$ cat config.mk
export PLATFORM = sky130hd
export DESIGN_NAME = surf_event_merger
export DESIGN_NICKNAME = d
export VERILOG_FILES = /design/src/rtl/surf_event_merger.sv
export SDC_FILE = /design/constraint.sdc
export NUM_CORES = 1
export LEC_CHECK = 0
export ABC_AREA = 1
export BUFFER_PORTS_ARGS = -buffer_cell sky130_fd_sc_hd__buf_4
export CAP_MARGIN = 20
export CORE_ASPECT_RATIO = 0.75
export CORE_UTILIZATION = 52
export CTS_BUF_LIST = sky130_fd_sc_hd__clkbuf_16
export DETAILED_ROUTE_END_ITERATION = 8
export GPL_TIMING_DRIVEN = 1
export PLACE_DENSITY = 0.82
export SYNTH_ARGS = -nofsm -noshare
export SYNTH_HDL_FRONTEND = slang
export SYNTH_SLANG_ARGS = --single-unit
$ cat constraint.sdc
create_clock -name sysclk_i -period 2.15 [get_ports sysclk_i]
set_input_delay 0.43 -clock sysclk_i [delete_from_list [all_inputs] [get_ports sysclk_i]]
set_output_delay 0.43 -clock sysclk_i [all_outputs]
set_load 0.02 [all_outputs]
$ cat src/rtl/surf_event_merger.sv
// surf_event_merger: merges one frame per enabled SURF, in index order, into a single AXI4-Stream per event.
// Define SURF_MERGE_HEADER_EN to prefix every started frame with a one-byte header {4'hA, 1'b0, index}.
module surf_event_merger #(
    parameter int NSURF          = 7,
    parameter int TIMEOUT_CYCLES = 4096,
    parameter int CNT_WIDTH      = 16
) (
    input  logic                 sysclk_i,
    input  logic                 aresetn_i,
    input  logic [NSURF-1:0]     surf_mask_i,
    input  logic [8*NSURF-1:0]   s_tdata,
    input  logic [NSURF-1:0]     s_tvalid,
    input  logic [NSURF-1:0]     s_tlast,
    output logic [NSURF-1:0]     s_tready,
    output logic [7:0]           m_tdata,
    output logic                 m_tvalid,
    input  logic                 m_tready,
    output logic                 m_tlast,
    output logic [2:0]           m_tuser,
    output logic                 event_done_o,
    output logic [NSURF-1:0]     missing_o,
    output logic [CNT_WIDTH-1:0] event_count_o
);

    localparam int TW = $clog2(TIMEOUT_CYCLES + 1);
    localparam logic [TW-1:0] TIMER_LAST = TW'(TIMEOUT_CYCLES - 1);

    typedef enum logic [2:0] {
        ST_IDLE,
        ST_WAIT,
`ifdef SURF_MERGE_HEADER_EN
        ST_HDR,
`endif
        ST_DATA,
        ST_NEXT
    } state_t;

    state_t               state_q, state_d;
    logic [2:0]           cur_q, cur_d;
    logic [NSURF-1:0]     mask_q, mask_d;
    logic [NSURF-1:0]     miss_acc_q, miss_acc_d;
    logic [NSURF-1:0]     missing_q, missing_d;
    logic [TW-1:0]        timer_q, timer_d;
    logic [CNT_WIDTH-1:0] count_q, count_d;
    logic                 done_q, done_d;

    logic [7:0]           cur_data;
    logic                 cur_valid;
    logic                 cur_last;
    logic [NSURF-1:0]     above_mask;

    function automatic logic [2:0] lowest_idx(input logic [NSURF-1:0] m);
        logic [2:0] idx;
        idx = '0;
        for (int k = NSURF - 1; k >= 0; k--) begin
            if (m[k]) idx = 3'(k);
        end
        return idx;
    endfunction

    assign cur_data  = s_tdata[{cur_q, 3'b000} +: 8];
    assign cur_valid = s_tvalid[cur_q];
    assign cur_last  = s_tlast[cur_q];

    // Enabled SURFs still to be visited after the current one.
    always_comb begin
        above_mask = '0;
        for (int k = 0; k < NSURF; k++) begin
            above_mask[k] = mask_q[k] && (k > int'(cur_q));
        end
    end

    always_comb begin
        // NOTE: every signal assigned here gets a default first so no path can infer a latch.
        state_d    = state_q;
        cur_d      = cur_q;
        mask_d     = mask_q;
        miss_acc_d = miss_acc_q;
        missing_d  = missing_q;
        timer_d    = timer_q;
        count_d    = count_q;
        done_d     = 1'b0;
        m_tdata    = '0;
        m_tvalid   = 1'b0;
        m_tlast    = 1'b0;
        m_tuser    = '0;
        s_tready   = '0;

        case (state_q)
            ST_IDLE: begin
                if ((s_tvalid & mask_q) != '0) begin
                    cur_d      = lowest_idx(mask_q);
                    miss_acc_d = '0;
                    timer_d    = '0;
                    state_d    = ST_WAIT;
                end else begin
                    mask_d = surf_mask_i;
                end
            end
            ST_WAIT: begin
                // A first byte arriving on the timeout cycle still wins.
                if (cur_valid) begin
                    timer_d = '0;
`ifdef SURF_MERGE_HEADER_EN
                    state_d = ST_HDR;
`else
                    state_d = ST_DATA;
`endif
                end else if (timer_q == TIMER_LAST) begin
                    timer_d           = '0;
                    miss_acc_d[cur_q] = 1'b1;
                    state_d           = ST_NEXT;
                end else begin
                    timer_d = timer_q + 1'b1;
                end
            end
`ifdef SURF_MERGE_HEADER_EN
            ST_HDR: begin
                m_tdata  = {4'hA, 1'b0, cur_q};
                m_tvalid = 1'b1;
                m_tuser  = cur_q;
                if (m_tready) state_d = ST_DATA;
            end
`endif
            ST_DATA: begin
                m_tdata         = cur_data;
                m_tvalid        = cur_valid;
                m_tlast         = cur_last;
                m_tuser         = cur_q;
                s_tready[cur_q] = m_tready;
                if (cur_valid && m_tready && cur_last) state_d = ST_NEXT;
            end
            ST_NEXT: begin
                if (above_mask != '0) begin
                    cur_d   = lowest_idx(above_mask);
                    state_d = ST_WAIT;
                end else begin
                    done_d    = 1'b1;
                    missing_d = miss_acc_q;
                    count_d   = count_q + 1'b1;
                    state_d   = ST_IDLE;
                end
            end
            default: state_d = ST_IDLE;
        endcase
    end

    // NOTE: state registers use non-blocking assignments so every flop samples pre-edge values.
    always_ff @(posedge sysclk_i or negedge aresetn_i) begin
        if (!aresetn_i) begin
            state_q    <= ST_IDLE;
            cur_q      <= '0;
            mask_q     <= '0;
            miss_acc_q <= '0;
            missing_q  <= '0;
            timer_q    <= '0;
            count_q    <= '0;
            done_q     <= 1'b0;
        end else begin
            state_q    <= state_d;
            cur_q      <= cur_d;
            mask_q     <= mask_d;
            miss_acc_q <= miss_acc_d;
            missing_q  <= missing_d;
            timer_q    <= timer_d;
            count_q    <= count_d;
            done_q     <= done_d;
        end
    end

    assign event_done_o  = done_q;
    assign missing_o     = missing_q;
    assign event_count_o = count_q;

endmodule

==> results.json, run 1 <==
{
  "p_clk_frac": 0.216,
  "cpLargestDelayFamily": "flip-flops",
  "antenna_found_initial": 0,
  "totalWireLength_mm": 10.9,
  "netlist_area_um2": 3790,
  "core_area_um2": 6930,
  "status": "finished, violations left",
  "viasPerCell": 5.23,
  "htreeDepth": 2,
  "ys_ff_latch": 56,
  "vias": 4082,
  "drc_errors": 0,
  "r2r_setup_slack_ps": 220,
  "clk_pin_slew_ps": 80,
  "cp_slowest_cell": "dfrtp_2",
  "avgSynthCellArea_um2": 6.94,
  "final_area_um2": 5170,
  "grt_pass1_vias": 3702,
  "setup_slack_ps": -17.8,
  "post-place-ws_ps": 96.8,
  "seq_area_frac_synth": 0.370,
  "yosysTopAreaCell": "dfrtp_1",
  "synth_cells": 546,
  "period_share": 1.01,
  "fin_nets": 767,
  "final_common_cell": "nand2_1",
  "drt_pass1_iterations": 4,
  "numClockSinks": 56,
  "wl_per_cell_um": 13.9,
  "finalMaxSlewViolations": 0,
  "power_mw": 3.91,
  "n_antenna_cell": 0,
  "relSlewSlack": 0.527,
  "synthToLayoutAreaGrowth_pct": 36.3,
  "setup_violations": 1,
  "overflow": 0,
  "place_congestion": 0.946,
  "insertion_delay_ps": 300,
  "powerDensity_nw_per_um2": 756,
  "p_sw_mw": 1.66,
  "hp-class": "input pin to asynchronous set/reset pin",
  "cpMostUsedCell": "nand2_1",
  "port_buffers": 123,
  "rsz0062_at_grt": "yes",
  "clockBufferDepth": 2,
  "critical_path_buf_inv_count": 2,
  "drive_above_1_share": 0.306,
  "max_freq_mhz": 461,
  "synth_warnings": 0,
  "setup.worst_path.start_class": "flip-flop",
  "numPlacedInstances": 764,
  "p_leak_nw": 2.65,
  "max_cap_violations": 0,
  "ant_nets": 0,
  "critPathRequiredTime_ps": 1720,
  "cts_tree": "done",
  "row_count": 26,
  "start_util": 0.547,
  "ir_drop_v": 0.000520,
  "drtIter0Drc": 279,
  "crit_type": "flip-flop to output pin",
  "dpl_cell_area_um2": 4840,
  "layout_common_cells": "nand2_1, buf_4, inv_1, dfrtp_1, nor2_1",
  "die_area_um2": 7640,
  "endpoint_kind": "output pin",
  "yosysTopAreaCellShare": 0.370,
  "ios": 124,
  "cp_slowest_stage_delay_ps": 500,
  "grt_max_degree": 57,
  "die_width_um": 101,
  "combPwrFrac": 0.474,
  "hold_viol": 0,
  "cp_max_fo": 9,
  "clock_skew_ps": 7.44,
  "post-dp-hpwl_mm": 8.00,
  "fin_cells": 780,
  "cp.arrival_ps": 1740,
  "worst_pin_slew_ps": 709,
  "timing.final.crit_period_ps": 2170,
  "internal-power_mw": 2.25,
  "synth.distinct_cells": 36,
  "numCtsBuffers": 5,
  "swShare": 0.424,
  "synth_area_leaders": "dfrtp_1, nand2_1, inv_1, nor2_1, nand3_1",
  "grt_pass1_wl_mm": 17.3,
  "grt_usage": 0.281,
  "failed_checks": "negative setup slack",
  "crit_chain": "nand3_1 -> clkinv_4 -> nand2_1 -> nand2_1 -> a21oi_2 -> a41oi_2 -> buf_4",
  "syn_nets": 632,
  "pwr-share-seq": 0.310,
  "cts-root-buf": "clkbuf_16",
  "die_y_um": 75.9,
  "fin_util": 0.746
}
through the flow:
step / setup TNS [ps] / hold slack (ps)
2_1_floorplan: 0 / 134
3_5_place_dp: 0 / 472
5_1_grt: -593 / 232
4_1_cts: 0 / 215
6_report: -17.8 / 183
3_3_place_gp: 0 / 468
registers in the layout (all words and copies together) (netlist names):
register and flops:
cur_q 3, mask_q 7, missing_o 7, event_count_o 16, timer_q 13, state_q 2
miss_acc_q 7, event_done_o 1
routing by layer:
layer	vias up	global-route usage	share of wire
met4	0	0.0754	0.021
met1	1891	0.400	0.45
met3	25	0.0517	0.063
li1	1997	-	-
met2	169	0.440	0.47
met5	-	0	0
area by class of cell:
class	instances	area (um2)
Inverter	80	315
Multi-Input combinational cell	397	2060
Sequential cell	56	1410
Clock buffer	5	125
Timing Repair Buffer	141	1110
Fill cell	535	1760
Clock inverter	3	25.0
Tap cell	98	123
synthesized netlist by cell type:
cell type  count
a211oi_1       2
o21a_1         2
xnor2_2        2
nor4_1         2
a21oi_1       26
xnor2_1        3
nand3_1       35
o21ai_0       15
o21ai_1        1
inv_1         72
a41oi_1        2
clkinv_1       5
a31oi_1        1
dfrtp_1       56
nand3_4        1
nand3b_1       1
o21bai_1       1
o31ai_1        1
ha_1           6
clkbuf_1       2
nor2_4         3
a21oi_2        2
nor3_1        17
inv_2          3
nand3_2        2
buf_6          2
nand2_2       12
o21ai_2        8
a22o_1         5
buf_2          5
nor2_2         3
buf_4          4
xor2_1        14
nand4_1       11
nor2_1        51
nand2_1      168
cell families (layout without fill, tap and decap cells):
| logic type | Yosys count | after routing | share of synthesized area |
|---|---|---|---|
| flops | 56 | 56 | 0.370 |
| buf+inv | 93 | 229 | 0.102 |
| simple gates | 306 | 306 | 0.353 |
| fa+ha+maj | 6 | 6 | 0.0198 |
| compound gates | 66 | 66 | 0.108 |
| xor+xnor | 19 | 19 | 0.0479 |
power groups by stage:
stage / registers, mW / clock network, mW / logic, mW
global route: 1.22 / 0.897 / 2.02
floorplan: 1.20 / 0 / 1.07
finish: 1.21 / 0.842 / 1.85
detailed placement: 1.22 / 0 / 1.63
global placement: 1.21 / 0 / 1.60
CTS: 1.20 / 0.848 / 1.74
path summary, 6_finish.rpt:
check / start / to / cells after the start
max: cur_q[2]$_DFFE_PN0P_ / m_tdata[1] / 7
min: aresetn_i / event_count_o[10]$_DFFE_PN0P_ / 1
max reg2reg: cur_q[1]$_DFFE_PN0P_ / event_count_o[7]$_DFFE_PN0P_ / 9
min reg2reg: missing_o[2]$_DFFE_PN0P_ / missing_o[2]$_DFFE_PN0P_ / 2
max in group asynchronous: aresetn_i / cur_q[0]$_DFFE_PN0P_ / 1
min in group sysclk_i: surf_mask_i[5] / mask_q[5]$_DFFE_PN0P_ / 3
timing repair:
item,CTS,global route
gates resized for setup,17,20
pin swaps,2,3
cloned,0,0
setup endpoints to repair,11,25
hold buffers,0,0
setup buffers,6,2
Power figures use the tool's default switching activity.
==> inputs of run 2 (changes only) <==
--- a/config.mk
+++ b/config.mk
@@ -8,12 +8,11 @@
 export ABC_AREA = 1
 export BUFFER_PORTS_ARGS = -buffer_cell sky130_fd_sc_hd__buf_4
 export CAP_MARGIN = 20
-export CORE_ASPECT_RATIO = 0.75
-export CORE_UTILIZATION = 52
+export CORE_UTILIZATION = 47
 export CTS_BUF_LIST = sky130_fd_sc_hd__clkbuf_16
 export DETAILED_ROUTE_END_ITERATION = 8
 export GPL_TIMING_DRIVEN = 1
-export PLACE_DENSITY = 0.82
+export PLACE_DENSITY = 0.78
 export SYNTH_ARGS = -nofsm -noshare
 export SYNTH_HDL_FRONTEND = slang
 export SYNTH_SLANG_ARGS = --single-unit
==> constraint.sdc (replaced) <==
create_clock -name sysclk_i -period 1.8 [get_ports sysclk_i]
set_input_delay 0.36 -clock sysclk_i [delete_from_list [all_inputs] [get_ports sysclk_i]]
set_output_delay 0.36 -clock sysclk_i [all_outputs]
set_load 0.02 [all_outputs]
==> run 2 against run 1 <==
  * The flow finishes with violations (negative hold slack, negative setup slack)
  * Sequential share of layout area shrank 4.4 points
  * Combinational power up 73%
  * Die area is 10% higher
==> results.json, run 2 (synthesis gave the netlist of run 1 again) <==
{
  "status": "finished, violations left",
  "failed_checks": "negative hold slack, negative setup slack",
  "wl_met3_um": 999,
  "relSlewSlack": 0.666,
  "hold_buffers": 0,
  "swShare": 0.429,
  "overflow": 0,
  "drt_pass1_iterations": 5,
  "grt_max_degree": 30,
  "drc_errors": 0,
  "critPathRequiredTime_ps": 1440,
  "hold_viol": 13,
  "hp-class": "input pin to asynchronous set/reset pin",
  "antenna_found_initial": 0,
  "row_count": 32,
  "timing.final.crit_period_ps": 2150,
  "start_util": 0.488,
  "htreeDepth": 2,
  "reg2reg_to": "event_count_o[11]$_DFFE_PN0P_",
  "drtIter0Drc": 238,
  "numClockSinks": 56,
  "endpoint_kind": "output pin",
  "worst_pin_slew_ps": 498,
  "wl_per_cell_um": 16.8,
  "seqCellArea_um2": 1410,
  "hold_ws_ps": -25.7,
  "period_share": 1.20,
  "crit_type": "flip-flop to output pin",
  "grt_usage": 0.288,
  "wl_met2_mm": 7.17,
  "clk_pin_slew_ps": 80,
  "clockBufferDepth": 2,
  "post-place-ws_ps": -67.5,
  "cp_max_fo": 5,
  "grt_pass1_vias": 4135,
  "multi_input_area_um2": 2470,
  "p_sw_mw": 2.41,
  "highest_layer": "met4",
  "grt_pass1_wl_mm": 19.3,
  "place_congestion": 0.876,
  "layout_common_cells": "buf_4, nand2_1, inv_1, dfrtp_1, nor2_1",
  "final_common_cell": "buf_4",
  "fin_nets": 822,
  "die_area_um2": 8430,
  "cts-root-buf": "clkbuf_16",
  "insertion_delay_ps": 300,
  "n_antenna_cell": 0,
  "synthToLayoutAreaGrowth_pct": 62.8,
  "max_freq_mhz": 465,
  "port_buffers": 123,
  "timing.rr.start": "cur_q[2]$_DFFE_PN0P_",
  "rsz0062_at_grt": "yes",
  "die_y_um": 91.8,
  "die_width_um": 91.8,
  "setup.worst_path.start_class": "flip-flop",
  "viasPerCell": 5.42,
  "setup_slack_ps": -352,
  "numPlacedInstances": 794,
  "r2r_setup_slack_ps": -220,
  "cts_tree": "done",
  "p_clk_frac": 0.171,
  "max_cap_violations": 0,
  "post-dp-hpwl_mm": 8.38,
  "r2r_cells": 13,
  "powerDensity_nw_per_um2": 910,
  "clock_skew_ps": 11.7,
  "p_leak_nw": 3.15,
  "largest_reg_flops": 16,
  "ios": 124,
  "core_area_um2": 7770,
  "ir_drop_v": 0.000551,
  "cp.arrival_ps": 1790,
  "internal-power_mw": 3.21,
  "setup_violations": 50,
  "finalMaxSlewViolations": 0,
  "totalWireLength_mm": 14.1,
  "ant_nets": 0,
  "numCtsBuffers": 5,
  "wl_met1_mm": 5.37,
  "fillers": 500,
  "vias": 4551,
  "pwr-share-seq": 0.258,
  "drive_above_1_share": 0.460,
  "combPwrFrac": 0.571,
  "fin_cells": 839
}
-- run 2: metrics by stage --
stage               area, um2  setup TNS, ps  utilization  hold WS (ps)  total power, mW
finish                   6170          -8060        0.794         -25.7             5.61
global route             6170         -12150        0.794        -0.911             5.92
CTS                      5510          -2430        0.710          2.00             4.87
detailed placement       5080           -679        0.654           318             3.62
global placement         5080          -26.2        0.654           318             3.57
floorplan                3810           -239            -          64.4             2.74
-- run 2: worst max path at each step --
| stage | startpoint | endpoint | slack (ps) | cells after the start |
|---|---|---|---|---|
| after global routing | cur_q[1]$_DFFE_PN0P_ | m_tdata[2] | -410 | 7 |
| final | cur_q[1]$_DFFE_PN0P_ | m_tdata[1] | -350 | 10 |
| after CTS | cur_q[2]$_DFFE_PN0P_ | m_tdata[4] | -270 | 8 |
| after global placement | cur_q[2]$_DFFE_PN0P_ | m_tdata[0] | -20 | 9 |
| after floorplan | state_q[0]$_DFFE_PN0P_ | s_tready[4] | -100 | 5 |
| after detailed placement | cur_q[2]$_DFFE_PN0P_ | m_tdata[0] | -70 | 9 |
-- run 2: power by group through the flow --
stage / clock network (mW) / registers, mW / logic, mW
final: 0.960 / 1.45 / 3.20
after global routing: 1.02 / 1.46 / 3.44
after CTS: 0.960 / 1.44 / 2.47
after detailed placement: 0 / 1.44 / 2.18
after global placement: 0 / 1.44 / 2.14
after floorplan: 0 / 1.43 / 1.31
-- run 2: repair_timing --
action                                  in CTS  in global routing
endpoints found under the setup margin      48                 66
gates cloned                                 2                  6
gates resized for setup                     56                142
pin swaps                                    9                 35
setup buffers                               13                 19
-- run 2: layout make-up --
class / instances / area share
clock inverters: 3 / 0.00264
repair inverters: 2 / 0.00365
inverters: 80 / 0.0544
repair buffers: 193 / 0.270
multi-input cells: 398 / 0.400
clock buffers: 5 / 0.0203
well taps: 102 / 0.0207
flip-flops and latches: 56 / 0.228
-- run 2: critical path, cell delays in order (launching register included) --
cell and delay, ps:
dfrtp_2 450, inv_2 100, buf_6 120, nand3_4 90, clkinv_4 70, buf_8 130
nand2_4 50, nand2_2 70, a21oi_2 40, a41oi_2 200, buf_4 180
-- run 2: per-layer routing --
metal / global-route usage / vias to the layer above
met5: 0 / -
met4: 0.0833 / 0
met2: 0.508 / 244
met1: 0.367 / 2128
li1: - / 2118
met3: 0.0423 / 61
==> inputs of run 3 (changes only) <==
--- a/config.mk
+++ b/config.mk
@@ -9,7 +9,6 @@
 export BUFFER_PORTS_ARGS = -buffer_cell sky130_fd_sc_hd__buf_4
 export CAP_MARGIN = 20
 export CORE_UTILIZATION = 47
-export CTS_BUF_LIST = sky130_fd_sc_hd__clkbuf_16
 export DETAILED_ROUTE_END_ITERATION = 8
 export GPL_TIMING_DRIVEN = 1
 export PLACE_DENSITY = 0.78
==> run 3 against run 2 <==
  * The flow finishes with violations (negative setup slack)
  * Non-clock buffer count grew 16
  * Critical path depth shrank 2
  * Register-to-register slack lost 70 ps
  * Via count grew 6.0%
  * Die area is the same
  * Critical path type unchanged
  * Highest routed layer unchanged
==> results.json, run 3 (synthesis gave the netlist of run 1 again) <==
{
  "status": "finished, violations left",
  "failed_checks": "negative setup slack",
  "endpoint_kind": "output pin",
  "largest_reg_flops": 16,
  "drive_above_1_share": 0.460,
  "grt_pass1_wl_mm": 20.0,
  "cts_tree": "done",
  "critPathRequiredTime_ps": 1440,
  "drc_errors": 0,
  "drt_pass1_iterations": 5,
  "setup.worst_path.start_class": "flip-flop",
  "overflow": 0,
  "start_util": 0.488,
  "ir_drop_v": 0.000576,
  "final_area_um2": 6260,
  "row_count": 32,
  "dpl_cell_area_um2": 5080,
  "rsz0062_at_grt": "yes",
  "hold_viol": 0,
  "place_congestion": 0.876,
  "grt_usage": 0.300,
  "worst_pin_slew_ps": 492,
  "synthToLayoutAreaGrowth_pct": 65.1,
  "cts-root-buf": "clkbuf_8",
  "p_leak_nw": 3.14,
  "fin_util": 0.805,
  "numPlacedInstances": 794,
  "period_share": 1.22,
  "max_cap_violations": 0,
  "max_freq_mhz": 456,
  "fillers": 475,
  "crit_chain": "buf_6 -> nand2_2 -> nor2_2 -> buf_12 -> a22o_1 -> a21oi_2 -> a21oi_2 -> buf_4",
  "numClockSinks": 56,
  "setup_violations": 61,
  "powerDensity_nw_per_um2": 971,
  "clk_pin_slew_ps": 90,
  "crit_type": "flip-flop to output pin",
  "hold_ws_ps": 285,
  "ant_nets": 0,
  "insertion_delay_ps": 330,
  "layout_common_cells": "buf_4, nand2_1, inv_1, dfrtp_1, buf_6",
  "fin_cells": 854,
  "htreeDepth": 2,
  "vias": 4823,
  "multi_input_area_um2": 2470,
  "die_y_um": 91.8,
  "seqCellArea_um2": 1410,
  "totalWireLength_mm": 15.3,
  "numCtsBuffers": 5,
  "clock_skew_ps": 13.5,
  "finalMaxSlewViolations": 0,
  "die_width_um": 91.8,
  "die_area_um2": 8430,
  "grt_max_degree": 30,
  "clockBufferDepth": 2,
  "grt_pass1_vias": 4311,
  "cp_max_fo": 9,
  "drtIter0Drc": 305,
  "post-dp-hpwl_mm": 8.38,
  "cpMostUsedCell": "a21oi_2",
  "viasPerCell": 5.65,
  "wl_per_cell_um": 17.9,
  "relSlewSlack": 0.669,
  "core_area_um2": 7770,
  "fin_nets": 837,
  "final_common_cell": "buf_4",
  "hp-class": "input pin to flip-flop",
  "antenna_found_initial": 0,
  "cp.arrival_ps": 1830,
  "port_buffers": 123,
  "cp_slowest_stage_delay_ps": 480,
  "n_antenna_cell": 0,
  "timing.final.crit_period_ps": 2190,
  "ios": 124,
  "power_mw": 6.08,
  "cp_slowest_cell": "dfrtp_2",
  "setup_slack_ps": -391
}
run 3: cell types whose count changed in the layout (fill, tap and decap cells not counted), sizes merged:
| cell | delta |
|---|---|
| clkinvlp | -1 |
| buf | +14 |
| clkbuf | +3 |
| dlygate4sd3 | +1 |
| inv | -1 |
| nand2 | -1 |
run 3: path summary, 6_finish.rpt:
check	startpoint	cells after the start	to	slack (ps)
max in group asynchronous	aresetn_i	3	mask_q[6]$_DFFE_PN0P_	740
setup / recovery	cur_q[2]$_DFFE_PN0P_	8	m_tdata[0]	-390
min in group asynchronous	aresetn_i	2	event_count_o[5]$_DFFE_PN0P_	490
hold reg to reg	missing_o[4]$_DFFE_PN0P_	2	missing_o[4]$_DFFE_PN0P_	500
hold / removal	surf_mask_i[2]	3	mask_q[2]$_DFFE_PN0P_	290
setup reg to reg	cur_q[2]$_DFFE_PN0P_	14	event_count_o[12]$_DFFE_PN0P_	-290
run 3: final cells by class:
| cell class | count | area share |
|---|---|---|
| multi-input cells | 397 | 0.394 |
| repair buffers | 209 | 0.290 |
| flip-flops and latches | 56 | 0.225 |
| inverters | 80 | 0.0546 |
| well taps | 102 | 0.0204 |
| clock buffers | 7 | 0.0122 |
| repair inverters | 2 | 0.00280 |
| clock inverters | 1 | 0.00140 |
run 3: layer usage:
layer	wire length, um	vias to the layer above	global-route usage
met5	0	-	0
met4	807	0	0.138
met3	1160	86	0.0439
met2	7820	322	0.518
met1	5520	2279	0.371
li1	-	2136	-
run 3: what timing repair did:
action	4_1_cts	5_1_grt
resized for setup	92	106
pin swaps	20	28
gates cloned	1	6
hold buffers	1	0
buffers inserted	22	31
hold endpoints to repair	26	0
setup endpoints to repair	50	69
run 3: power by group:
group / total, mW / switching [mW] / leakage [nW] / internal (mW)
sequential: 1.44 / 0.104 / 0.738 / 1.34
clock: 0.712 / 0.432 / 0.0424 / 0.280
combinational: 3.92 / 2.22 / 2.36 / 1.70
total: 6.08 / 2.76 / 3.14 / 3.32
run 3: through the flow:
| step | setup WS (ps) | TNS (ps) |
|---|---|---|
| 3_5_place_dp | -67.5 | -679 |
| 6_report | -391 | -12030 |
| 2_1_floorplan | -103 | -239 |
| 3_3_place_gp | -20.1 | -26.2 |
| 5_1_grt | -473 | -16930 |
| 4_1_cts | -301 | -3310 |
run 3: critical path: cells and delay by family, from the launching register on:
family | cells | cell delay (ps)
AND/OR/NAND/NOR | 2 | 150
buffers and inverters | 3 | 460
flip-flops | 1 | 480
AO/OA/AOI/OAI | 3 | 420
